===== src/rtl/chan_scan_pkg.sv =====
// Shared encodings for the channel scan multiplexer: mode input values and FSM states.
package chan_scan_pkg;

    typedef enum logic [1:0] {
        MODE_MANUAL = 2'b00,
        MODE_SCAN   = 2'b01,
        MODE_HOLD   = 2'b10,
        MODE_RSVD   = 2'b11
    } mode_t;

    typedef enum logic [1:0] {
        ST_IDLE   = 2'b00,
        ST_MANUAL = 2'b01,
        ST_SCAN   = 2'b10,
        ST_HOLD   = 2'b11
    } state_t;

    // Reserved mode is folded into HOLD.
    function automatic state_t mode_to_state(input mode_t m);
        case (m)
            MODE_MANUAL: return ST_MANUAL;
            MODE_SCAN:   return ST_SCAN;
            default:     return ST_HOLD;
        endcase
    endfunction

endpackage


===== src/rtl/dwell_timer.sv =====
// Counts 0..DWELL-1 while enabled; tc marks the last cycle of a dwell and the
// counter rolls back to 0 on the same edge.
module dwell_timer #(
    parameter int DWELL = 4
) (
    input  logic clk,
    input  logic rst_n,
    input  logic clear,
    input  logic enable,
    output logic tc
);
    localparam int CW = (DWELL > 1) ? $clog2(DWELL) : 1;
    localparam logic [CW-1:0] LAST = CW'(DWELL - 1);

    logic [CW-1:0] count;

    assign tc = enable && (count == LAST);

    always_ff @(posedge clk) begin
        if (!rst_n) begin
            count <= '0;
        end else if (clear || tc) begin
            count <= '0;
        end else if (enable) begin
            count <= count + 1'b1;
        end
    end

endmodule


===== src/rtl/chan_scan_mux.sv =====
// Registered N-way channel multiplexer with manual select, timed round-robin
// scan over enabled channels, and hold.
module chan_scan_mux
    import chan_scan_pkg::*;
#(
    parameter int W     = 4,
    parameter int N     = 4,
    parameter int DWELL = 4,
    localparam int SW   = $clog2(N)
) (
    input  logic            clk,
    input  logic            rst_n,
    input  logic [N*W-1:0]  din,
    input  logic [SW-1:0]   sel,
    input  logic [1:0]      mode,
    input  logic [N-1:0]    en_mask,
    output logic [W-1:0]    z,
    output logic [SW-1:0]   cur_ch,
    output logic            z_valid,
    output logic            wrap
);
    state_t        state, state_nxt;
    mode_t         mode_e;
    logic [W-1:0]  ch_data [N];
    logic [SW-1:0] nxt_ch, start_ch, cur_nxt;
    logic [W-1:0]  z_nxt;
    logic          valid_nxt, wrap_nxt;
    logic          scan_act, scan_act_nxt;
    logic          cur_en, mask_any, sel_ok, scan_run, t_clear, tc;

    assign mode_e = mode_t'(mode);

    for (genvar i = 0; i < N; i++) begin : g_unpack
        assign ch_data[i] = din[i*W +: W];
    end

    assign cur_en   = en_mask[cur_ch];
    assign mask_any = |en_mask;
    assign sel_ok   = 32'(sel) < N;
    assign start_ch = cur_en ? cur_ch : nxt_ch;

    // scan_act is set only after an edge that actually scanned, so the first
    // SCAN edge after any other mode (or the IDLE cycle) is treated as entry.
    assign scan_run = (state != ST_IDLE) && (mode_e == MODE_SCAN) && scan_act
                      && mask_any && cur_en;

    dwell_timer #(.DWELL(DWELL)) u_timer (
        .clk    (clk),
        .rst_n  (rst_n),
        .clear  (t_clear),
        .enable (scan_run),
        .tc     (tc)
    );

    // Next enabled channel above cur_ch, wrapping; cur_ch itself is the last candidate.
    always_comb begin
        logic          found;
        logic [SW-1:0] idx;
        nxt_ch = cur_ch;
        found  = 1'b0;
        for (int i = 1; i <= N; i++) begin
            idx = SW'((int'(cur_ch) + i) % N);
            if (!found && en_mask[idx]) begin
                nxt_ch = idx;
                found  = 1'b1;
            end
        end
    end

    always_comb begin
        state_nxt    = mode_to_state(mode_e);
        z_nxt        = z;
        cur_nxt      = cur_ch;
        valid_nxt    = z_valid;
        wrap_nxt     = 1'b0;
        t_clear      = 1'b0;
        scan_act_nxt = 1'b0;
        if (state != ST_IDLE) begin
            case (mode_e)
                MODE_MANUAL: begin
                    if (sel_ok) begin
                        z_nxt     = ch_data[sel];
                        cur_nxt   = sel;
                        valid_nxt = 1'b1;
                    end else begin
                        z_nxt     = '0;
                        valid_nxt = 1'b0;
                    end
                end
                MODE_SCAN: begin
                    if (!mask_any) begin
                        z_nxt     = '0;
                        valid_nxt = 1'b0;
                        t_clear   = 1'b1;
                    end else if (!scan_act) begin
                        t_clear      = 1'b1;
                        cur_nxt      = start_ch;
                        z_nxt        = ch_data[start_ch];
                        valid_nxt    = 1'b1;
                        scan_act_nxt = 1'b1;
                    end else if (!cur_en || tc) begin
                        t_clear      = !cur_en;
                        cur_nxt      = nxt_ch;
                        z_nxt        = ch_data[nxt_ch];
                        valid_nxt    = 1'b1;
                        wrap_nxt     = (nxt_ch <= cur_ch);
                        scan_act_nxt = 1'b1;
                    end else begin
                        z_nxt        = ch_data[cur_ch];
                        valid_nxt    = 1'b1;
                        scan_act_nxt = 1'b1;
                    end
                end
                default: ;
            endcase
        end
    end

    always_ff @(posedge clk) begin
        if (!rst_n) begin
            state    <= ST_IDLE;
            z        <= '0;
            cur_ch   <= '0;
            z_valid  <= 1'b0;
            wrap     <= 1'b0;
            scan_act <= 1'b0;
        end else begin
            state    <= state_nxt;
            z        <= z_nxt;
            cur_ch   <= cur_nxt;
            z_valid  <= valid_nxt;
            wrap     <= wrap_nxt;
            scan_act <= scan_act_nxt;
        end
    end

endmodule


===== config.mk =====
export PLATFORM = sky130hd
export DESIGN_NAME = chan_scan_mux
export DESIGN_NICKNAME = d
export VERILOG_FILES = /design/src/rtl/chan_scan_pkg.sv /design/src/rtl/dwell_timer.sv /design/src/rtl/chan_scan_mux.sv
export SDC_FILE = /design/constraint.sdc
export NUM_CORES = 1
export LEC_CHECK = 0
export ABC_AREA = 1
export CORE_ASPECT_RATIO = 1.4
export CORE_MARGIN = 1
export CORE_UTILIZATION = 44
export CTS_CLUSTER_DIAMETER = 60
export DETAILED_ROUTE_END_ITERATION = 6
export GPL_ROUTABILITY_DRIVEN = 0
export GPL_TIMING_DRIVEN = 0
export PLACE_DENSITY = 0.73
export SLEW_MARGIN = 10
export SYNTH_ARGS = -nofsm -noshare
export SYNTH_HDL_FRONTEND = slang
export SYNTH_SLANG_ARGS = --single-unit

===== constraint.sdc =====
create_clock -name clk -period 2.9 [get_ports clk]
set_clock_uncertainty 0.05 [all_clocks]
set_input_delay 0.725 -clock clk [delete_from_list [all_inputs] [get_ports clk]]
set_output_delay 0.725 -clock clk [all_outputs]
set_load 0.01 [all_outputs]

### Word level (Yosys, flattened, before mapping)

Index checks and enable logic that the tools add are counted.

| operators by class | value |
|---|---|
| shifts and indexed selects | 0 |
| add/subtract/negate cells | 5 |
| multiply operators | 0 |
| magnitude comparators | 10 |
| divide/modulo/power cells | 0 |
| eq/ne operators | 4 |
| multiplexer cells | 46 |
| reductions and logical operators | 23 |
| bitwise operators | 5 |

Operators with widths:

| kind | number |
|---|---|
| 4-bit 2-to-1 mux | 11 |
| 4-bit binary-select mux with 2-bit select | 4 |
| 2-bit 2-to-1 mux | 8 |
| 2-bit by 3-bit < comparator with 1-bit output (second input constant) | 5 |
| 1-bit 2-to-1 mux | 14 |
| 3-bit >= comparator (second input constant) | 4 |
| 2-bit NOT with 3-bit output | 4 |
| 1-bit binary-select mux with 2-bit select | 5 |
| 1-bit logical AND | 8 |
| 2-bit one-hot mux with 2 select lines | 2 |
| 4-bit one-hot mux with 2 select lines | 1 |
| 2-bit by 1-bit adder with 2-bit output (second input constant) | 3 |
| 6-bit AND reduction | 1 |
| 2-bit adder (second input constant) | 2 |
| 1-bit logical NOT | 4 |
| 4-bit AND reduction | 1 |
| 2-bit nonzero test | 2 |
| 4-bit OR reduction | 1 |
| 3-bit by 2-bit != test with 1-bit output (second input constant) | 1 |
| 3-bit AND reduction | 1 |
| 2-bit by 1-bit == test with 1-bit output (second input constant) | 1 |
| 2-bit == test (second input constant) | 1 |
| 2-bit less-or-equal comparator | 1 |
| 2-bit logical NOT | 1 |
| other kinds (6) | 7 |

| storage, ports and cells | value |
|---|---|
| memories kept | 0 |
| latch bits | 0 |
| register bits after elaboration | 13 |
| bits in writable memories | 0 |
| output and inout port bits | 8 |
| memory bits (read-only) | 0 |

### Logic depth before layout (Yosys ltp)

Gate-level depths: netlist of run 1.

| depth | value |
|---|---|
| word-level depth | 21 |
| gate-level depth with buffers | 16 |

### Cells and area by module

A second synthesis of run 1 with hierarchy kept.

| unflattened totals | value |
|---|---|
| cells, all modules | 285 |
| area total of the unflattened synthesis | 1,575.3 sq um |

Modules (own cells, without submodules):

| module | sequential area each (sq um) | instances | area each (sq um) | cells each |
|---|---|---|---|---|
| chan_scan_mux | 220.2 | 1 | 1,453.9 | 266 |
| dwell_timer | 40.0 | 1 | 121.4 | 19 |

### Worst setup path before layout of run 1

Ideal clock, no wire load.

| timing | value |
|---|---|
| path kind | input -> register |
| from | input en_mask[1] |
| to | register wrap |
| stages | 12 |
| buffers on the path | 0 |
| setup time | 0.115 ns |
| data arrival time | 2.098 ns |
| path slack | 0.638 ns |
| required time | 2.735 ns |
| path through | inv_1 > nand2_1 > nand2_1 > nand2_1 > nand2_1 > nand4_1 > nand2_4 > inv_1 > ha_1 > inv_1 > o21bai_1 > a2111oi_0 |

| on the way | value |
|---|---|
| word-level cells in the longest chain between the ends | 13 |
| elaborated cells on any way between the ends | 31 |

Ends and longest elaborated chain:

| element | RTL line | text |
|---|---|---|
| start: declaration | chan_scan_mux.sv:16 | `input logic [N-1:0] en_mask,` |
| 1-bit binary-select mux with 2-bit select | chan_scan_mux.sv:63 | `if (!found && en_mask[idx]) begin` |
| 1-bit 2-to-1 mux (implied by the code) | chan_scan_mux.sv:63 |  |
| 1-bit 2-to-1 mux | chan_scan_mux.sv:63 |  |
| 1-bit logical NOT | chan_scan_mux.sv:63 |  |
| 1-bit logical AND | chan_scan_mux.sv:63 |  |
| 1-bit 2-to-1 mux | chan_scan_mux.sv:63 |  |
| 1-bit logical NOT | chan_scan_mux.sv:63 |  |
| 1-bit logical AND | chan_scan_mux.sv:63 |  |
| 1-bit 2-to-1 mux | chan_scan_mux.sv:63 |  |
| 1-bit logical NOT | chan_scan_mux.sv:63 |  |
| 1-bit logical AND | chan_scan_mux.sv:63 |  |
| 2-bit 2-to-1 mux | chan_scan_mux.sv:63 |  |
| 2-bit less-or-equal comparator | chan_scan_mux.sv:106 | `wrap_nxt = (nxt_ch <= cur_ch);` |
| end signal: assignment | chan_scan_mux.sv:132 | `wrap <= wrap_nxt;` |
| end: declaration | chan_scan_mux.sv:20 | `output logic wrap` |

Several ways; a longest one is shown, not always the timed one. The select of a mux whose other input is x is not followed.
A chain may end at the register's enable or synchronous reset.

### Final worst setup path of run 1

| timing | value |
|---|---|
| from | input en_mask[2] |
| to | register wrap |

Same word-level chain as after synthesis.

==> flow_summary.toml, run 1 <==
[status]
status = "finished clean"

[power]
p_leak_nw = 0.7810
vdd_drop_max_mv = 0.3119
powerDensity_mw_per_mm2 = 409.4

[cts]
numCtsBuffers = 3
cts_root_buffer = "clkbuf_8"
clkTransAtPathRegs_ns = 0.05
clockBufferDepth = 2
cts_max_level = 1
clk-insertion-delay-late_ns = 0.25
cts_tree = "done"
ctsHoldBuffers = 0
cts.sinks = 13

[synth]
synth.area.top_cells = "dfxtp_1, nand2_1, nand3_1"
syn_avg_cell_area_um2 = 6.333
synth.distinct_cells = 31
synth_top_area_share_pct = 19.57
syn_area_mm2 = 0.001330
synth_warnings = 0
ys_ff_latch = 13
ys_seq_area_share_pct = 19.57
synthFlopType = "dfxtp_1"
synth_enable_flop_cells = 0
yosysTopAreaCell = "dfxtp_1"
synth_cells = 210
syn_nets = 239
async_flop_share_pct = 0

[setup_path]
worstPathRequired_ns = 2.97
slowest_stage = "clkdlybuf4s50_1"
cp-end-kind = "flop"
critPathBufInv = 4
start_kind = "input pin"
worstPathArrival_ns = 2.82
slowest_delay_ns = 0.53
crit_fanout = 7
path_cells = "clkdlybuf4s50_1 -> nand2_1 -> nand2_1 -> nand2_2 -> nand2_2 -> inv_4 -> nand3_1 -> nand3_2 -> nand2_4 -> inv_1 -> ha_1 -> inv_1 -> o21bai_1 -> a2111oi_1"
worstSetupPathType = "in2reg"
cpLargestDelayFamily = "buffers and inverters"

[floorplanning]
start_util_pct = 46.22
dieArea_mm2 = 0.003250
rows = 23
core_area_mm2 = 0.002878
die_w_um = 48.47
ios = 34
die_h_um = 67.05

[detailed_routing]
top_layer = "met4"
wirelength_um = 3790
dr.pass1.iters = 4
dr_wl_met3_um = 190
via_per_inst = 5.401
drc_errors = 0
num_vias = 1534
met2RoutedLength_um = 1929
final_antenna_net_count = 0
drtIter0Drc = 51
wl_met1_um = 1639
wl_per_cell_um = 13.35

[timing]
setup_viol = 0
hold_viol = 0
max_freq_mhz = 364.6
fin_crit_sh_pct = 94.57
tns_ns = 0
relSlewSlack_pct = 58.85
hold_slack_ns = 0.4185
setup_ws_ns = 0.1574
worst_slew_pin_slew_ns = 0.6116
drv_slew = 0
min_period_ns = 2.743

[placement]
post_dp_cell_area_mm2 = 0.001707
pre_cts_ws_ns = -0.09777
dp_hpwl_um = 3091
portBuffers = 33

[global_routing]
grt_pass1_vias = 1400
grt_max_degree = 11
track_usage_pct = 25.27
antenna_found_initial = 0
grt_overflow = 0
grt_pass1_wl_um = 6306

[finish]
layout_common_cells = "nand2_1, clkdlybuf4s50_1, inv_1"
area_delta_synth_final_pct = 31.80
post-route-util_pct = 60.91
drive_gt1_share_pct = 11.34
final_common_cell = "nand2_1"
fillCellCount = 293
nets = 277
antenna_cells = 0
fin_area_mm2 = 0.001753

[worst_hold_path]
hold_class = "reg2reg"

[run]
drv_cap = 0
metrics by stage:
| stage | instances | total power [mW] |
|---|---|---|
| after floorplan | 210 | 0.4403 |
| after global placement | 280 | 0.5489 |
| after detailed placement | 280 | 0.5531 |
| after CTS | 284 | 0.7193 |
| after global routing | 284 | 0.7712 |
| final | 284 | 0.7176 |
cell type report:
type	count	area (um2)	area share, %
repair buffers	33	330.3	18.84
plain buffers	3	22.52	1.285
multi-input cells	160	913.4	52.11
flip-flops and latches	13	260.3	14.85
inverters	34	135.1	7.709
clock buffers	4	45.04	2.570
well taps	37	46.29	2.641
worst register-to-register path, cell delays in order (launching register included):
cell and delay [ns]:
dfxtp_1 0.36, buf_4 0.23, inv_4 0.10, nand2_2 0.13
nand2_2 0.09, nand2_2 0.09, nand2_2 0.07, inv_4 0.09
nand4_1 0.13, nand2_4 0.14, inv_1 0.11, ha_1 0.31
inv_1 0.06, o21bai_1 0.06, a2111oi_1 0.34
path summary, 6_finish.rpt:
path                                               startpoint                       endpoint  slack (ns)  cells past startpoint
worst max-delay path                               en_mask[2]                wrap$_SDFF_PN0_        0.16                     14
worst max register to register         cur_ch[0]$_SDFFE_PN0P_                wrap$_SDFF_PN0_        0.40                     14
worst min register to register  u_timer.count[1]$_SDFFE_PP0P_  u_timer.count[1]$_SDFFE_PP0P_        0.42                      2
worst min-delay path            u_timer.count[1]$_SDFFE_PP0P_  u_timer.count[1]$_SDFFE_PP0P_        0.42                      2
sequential cells by signal, indices dropped and copies added (netlist names):
name,flops
cur_ch,2
z_valid,1
state,2
z,4
u_timer.count,2
wrap,1
scan_act,1
cell families (layout without fill, tap and decap cells):
kind of cell	after synthesis	after routing	synth area share (%)
simple gates	99	99	40.17
compound gates	57	57	24.93
buf+inv	37	74	11.85
flops	13	13	19.57
fa+ha+maj	3	3	2.823
xor+xnor	1	1	0.6586
power breakdown:
group          internal, mW  leakage [nW]  switching (mW)
combinational         0.144         0.651           0.211
sequential            0.189         0.107         0.00762
clock                0.0972        0.0228          0.0682
total                 0.431         0.781           0.287
synth_stat cells, types with 2 or more instances:
library cell	n
a31oi_1	2
o31ai_1	4
inv_4	3
o211ai_1	4
nor2_1	8
dfxtp_1	13
nand2_2	7
o22ai_1	8
nand3b_1	3
nand4_1	6
inv_1	30
nand3_1	23
nor4_1	2
ha_1	3
nand2_1	38
a21oi_1	19
o21ai_0	17
nand2_4	7
layer usage:
| metal | track usage (%) | vias to the layer above |
|---|---|---|
| met5 | 0 | - |
| met4 | 8.088 | 0 |
| met3 | 2.283 | 4 |
| met2 | 46.30 | 52 |
| met1 | 30.93 | 673 |
| li1 | - | 805 |
repair_timing:
item	CTS	global route
resized for setup	0	1
endpoints found under the setup margin	0	1
buffers inserted	0	0
Power figures use the tool's default switching activity.
==> run 2, diff against run 1 <==
--- a/config.mk
+++ b/config.mk
@@ -12,7 +12,6 @@
 export CTS_CLUSTER_DIAMETER = 60
 export DETAILED_ROUTE_END_ITERATION = 6
 export GPL_ROUTABILITY_DRIVEN = 0
-export GPL_TIMING_DRIVEN = 0
 export PLACE_DENSITY = 0.73
 export SLEW_MARGIN = 10
 export SYNTH_ARGS = -nofsm -noshare
==> constraint.sdc (replaced) <==
create_clock -name clk -period 3.3 [get_ports clk]
set_clock_uncertainty 0.05 [all_clocks]
set_input_delay 0.825 -clock clk [delete_from_list [all_inputs] [get_ports clk]]
set_output_delay 0.825 -clock clk [all_outputs]
set_load 0.01 [all_outputs]
==> run 2 against run 1 <==
Effect of this change: final area is 0.78% higher; critical endpoint unchanged; combinational power is 14% lower; via count is 2.6% higher; non-clock buffer count is 2 higher; sequential share of layout area is 0.12 points lower; highest routed layer unchanged; utilization is 0.48 points higher; die area stayed put; clock power is 11% lower; global-route usage hardly changed; flip-flop and latch count stayed put.
==> flow_summary.toml, run 2 (same netlist as run 1, synthesis figures left out) <==
[status]
status = "finished clean"

[finish]
fin_area_mm2 = 0.001767
area_delta_synth_final_pct = 32.83
antenna_cells = 0
largest_register = "z"
layout_common_cells = "nand2_1, clkdlybuf4s50_1, inv_1"
final_common_cell = "nand2_1"
largest_reg_flops = 4
drive_gt1_share_pct = 12.45
fillCellCount = 276
nets = 279

[detailed_routing]
drtIter0Drc = 57
num_vias = 1574
wirelength_um = 3753
drc_errors = 0
final_antenna_net_count = 0
dr.pass1.iters = 4
via_per_inst = 5.503
wl_per_cell_um = 13.12

[power]
pwr-share-seq_pct = 27.8
p_sw_share_pct = 39.70
total_power_mw = 0.6281
p_int_mw = 0.3788
combinationalPowerShare_pct = 48.8
p_leak_nw = 0.7942
powerDensity_mw_per_mm2 = 355.5
power_frac_clock_pct = 23.4
p_sw_mw = 0.2494
vdd_drop_max_mv = 0.3664

[timing]
fin_crit_sh_pct = 83.17
hold_viol = 0
rsz0062_at_grt = "no"
setup_viol = 0
drv_slew = 0
max_freq_mhz = 364.4
hold_slack_ns = 0.4162
relSlewSlack_pct = 76.58
worst_slew_pin_slew_ns = 0.3501
tns_ns = 0
min_period_ns = 2.744

[setup_path]
worstPathRequired_ns = 3.39
r2r-start = "cur_ch[1]$_SDFFE_PN0P_"
path_cells = "clkdlybuf4s50_1 -> nand2_1 -> nand2_1 -> nand2_2 -> nand2_2 -> inv_4 -> nand3_1 -> nand3_2 -> nand2_4 -> inv_1 -> ha_1 -> inv_1 -> o21bai_1 -> a2111oi_0"
worstSetupPathType = "in2reg"
r2r-end = "wrap$_SDFF_PN0_"
worstPathArrival_ns = 2.83
cp-end-kind = "flop"
slowest_stage = "clkdlybuf4s50_1"
r2r_cells = 13
crit_fanout = 7
start_kind = "input pin"
r2r_slack_ns = 0.92
slowest_delay_ns = 0.53

[worst_hold_path]
hold-path-endpoint = "u_timer.count[1]$_SDFFE_PP0P_"
holdPathStages = 2
hp-start = "u_timer.count[1]$_SDFFE_PP0P_"
hold_class = "reg2reg"

[floorplanning]
die_h_um = 67.05
die_w_um = 48.47
start_util_pct = 46.22
dieArea_mm2 = 0.003250
ios = 34
rows = 23
core_area_mm2 = 0.002878

[cts]
cts.sinks = 13
ctsHoldBuffers = 0
cts_root_buffer = "clkbuf_8"
numCtsBuffers = 3
cts_tree = "done"
cts_max_level = 1
clkTransAtPathRegs_ns = 0.06
cts_resized = 0
clockBufferDepth = 2
clk-insertion-delay-late_ns = 0.25
cts_setup_buffers = 0

[placement]
post_dp_cell_area_mm2 = 0.001722
portBuffers = 33
dp_hpwl_um = 2962

[global_routing]
grt_pass1_wl_um = 6410
track_usage_pct = 25.22
antenna_found_initial = 0
grt_overflow = 0
grt_pass1_vias = 1494
grt_max_degree = 15

[run]
drv_cap = 0
[run 2: final cells by class]
cell class	instances	area, um2	area share [%]
clock buffer	4	45.04	2.550
tap	37	46.29	2.620
inverter	34	135.1	7.649
sequential	13	260.3	14.73
multi-input combinational	160	912.1	51.63
timing repair buffer	38	367.9	20.82
[run 2: how the worst max path moves through the flow]
| stage | from | to | slack (ns) | cells past startpoint |
|---|---|---|---|---|
| finish | en_mask[2] | wrap$_SDFF_PN0_ | 0.56 | 14 |
| global route | en_mask[1] | wrap$_SDFF_PN0_ | 0.31 | 13 |
| CTS | en_mask[2] | wrap$_SDFF_PN0_ | 0.54 | 14 |
| detailed placement | en_mask[2] | wrap$_SDFF_PN0_ | 0.29 | 14 |
| global placement | en_mask[2] | wrap$_SDFF_PN0_ | 0.33 | 14 |
| floorplan | en_mask[1] | wrap$_SDFF_PN0_ | 0.94 | 12 |
[run 2: per-layer routing]
layer | vias to the layer above | part of all wire, % | GRT usage, %
met4 | 0 | 2.0 | 11.40
met5 | - | 0 | 0
met3 | 12 | 5.8 | 3.425
li1 | 806 | - | -
met1 | 689 | 43 | 29.13
met2 | 67 | 49 | 45.95
[run 2: per-stage QoR]
stage	cells	setup WS [ns]	utilization [%]
after global routing	286	0.3135	61.39
final	286	0.5555	61.39
after detailed placement	282	0.2945	59.83
after global placement	282	0.3327	59.83
after floorplan	210	0.9376	-
after CTS	286	0.5439	61.39
[run 2: critical path, delay by kind of cell]
family                   cells  cell delay, ns
buffers and inverters        4            0.74
AND/OR/NAND/NOR              7            0.60
adder cells (fa/ha/maj)      1            0.30
AO/OA/AOI/OAI                2            0.36
[run 2: power groups by stage]
stage | clock network (mW) | logic [mW] | registers (mW)
finish | 0.147 | 0.307 | 0.175
global route | 0.155 | 0.343 | 0.177
CTS | 0.147 | 0.305 | 0.175
detailed placement | 0 | 0.303 | 0.178
global placement | 0 | 0.304 | 0.178
floorplan | 0 | 0.208 | 0.179
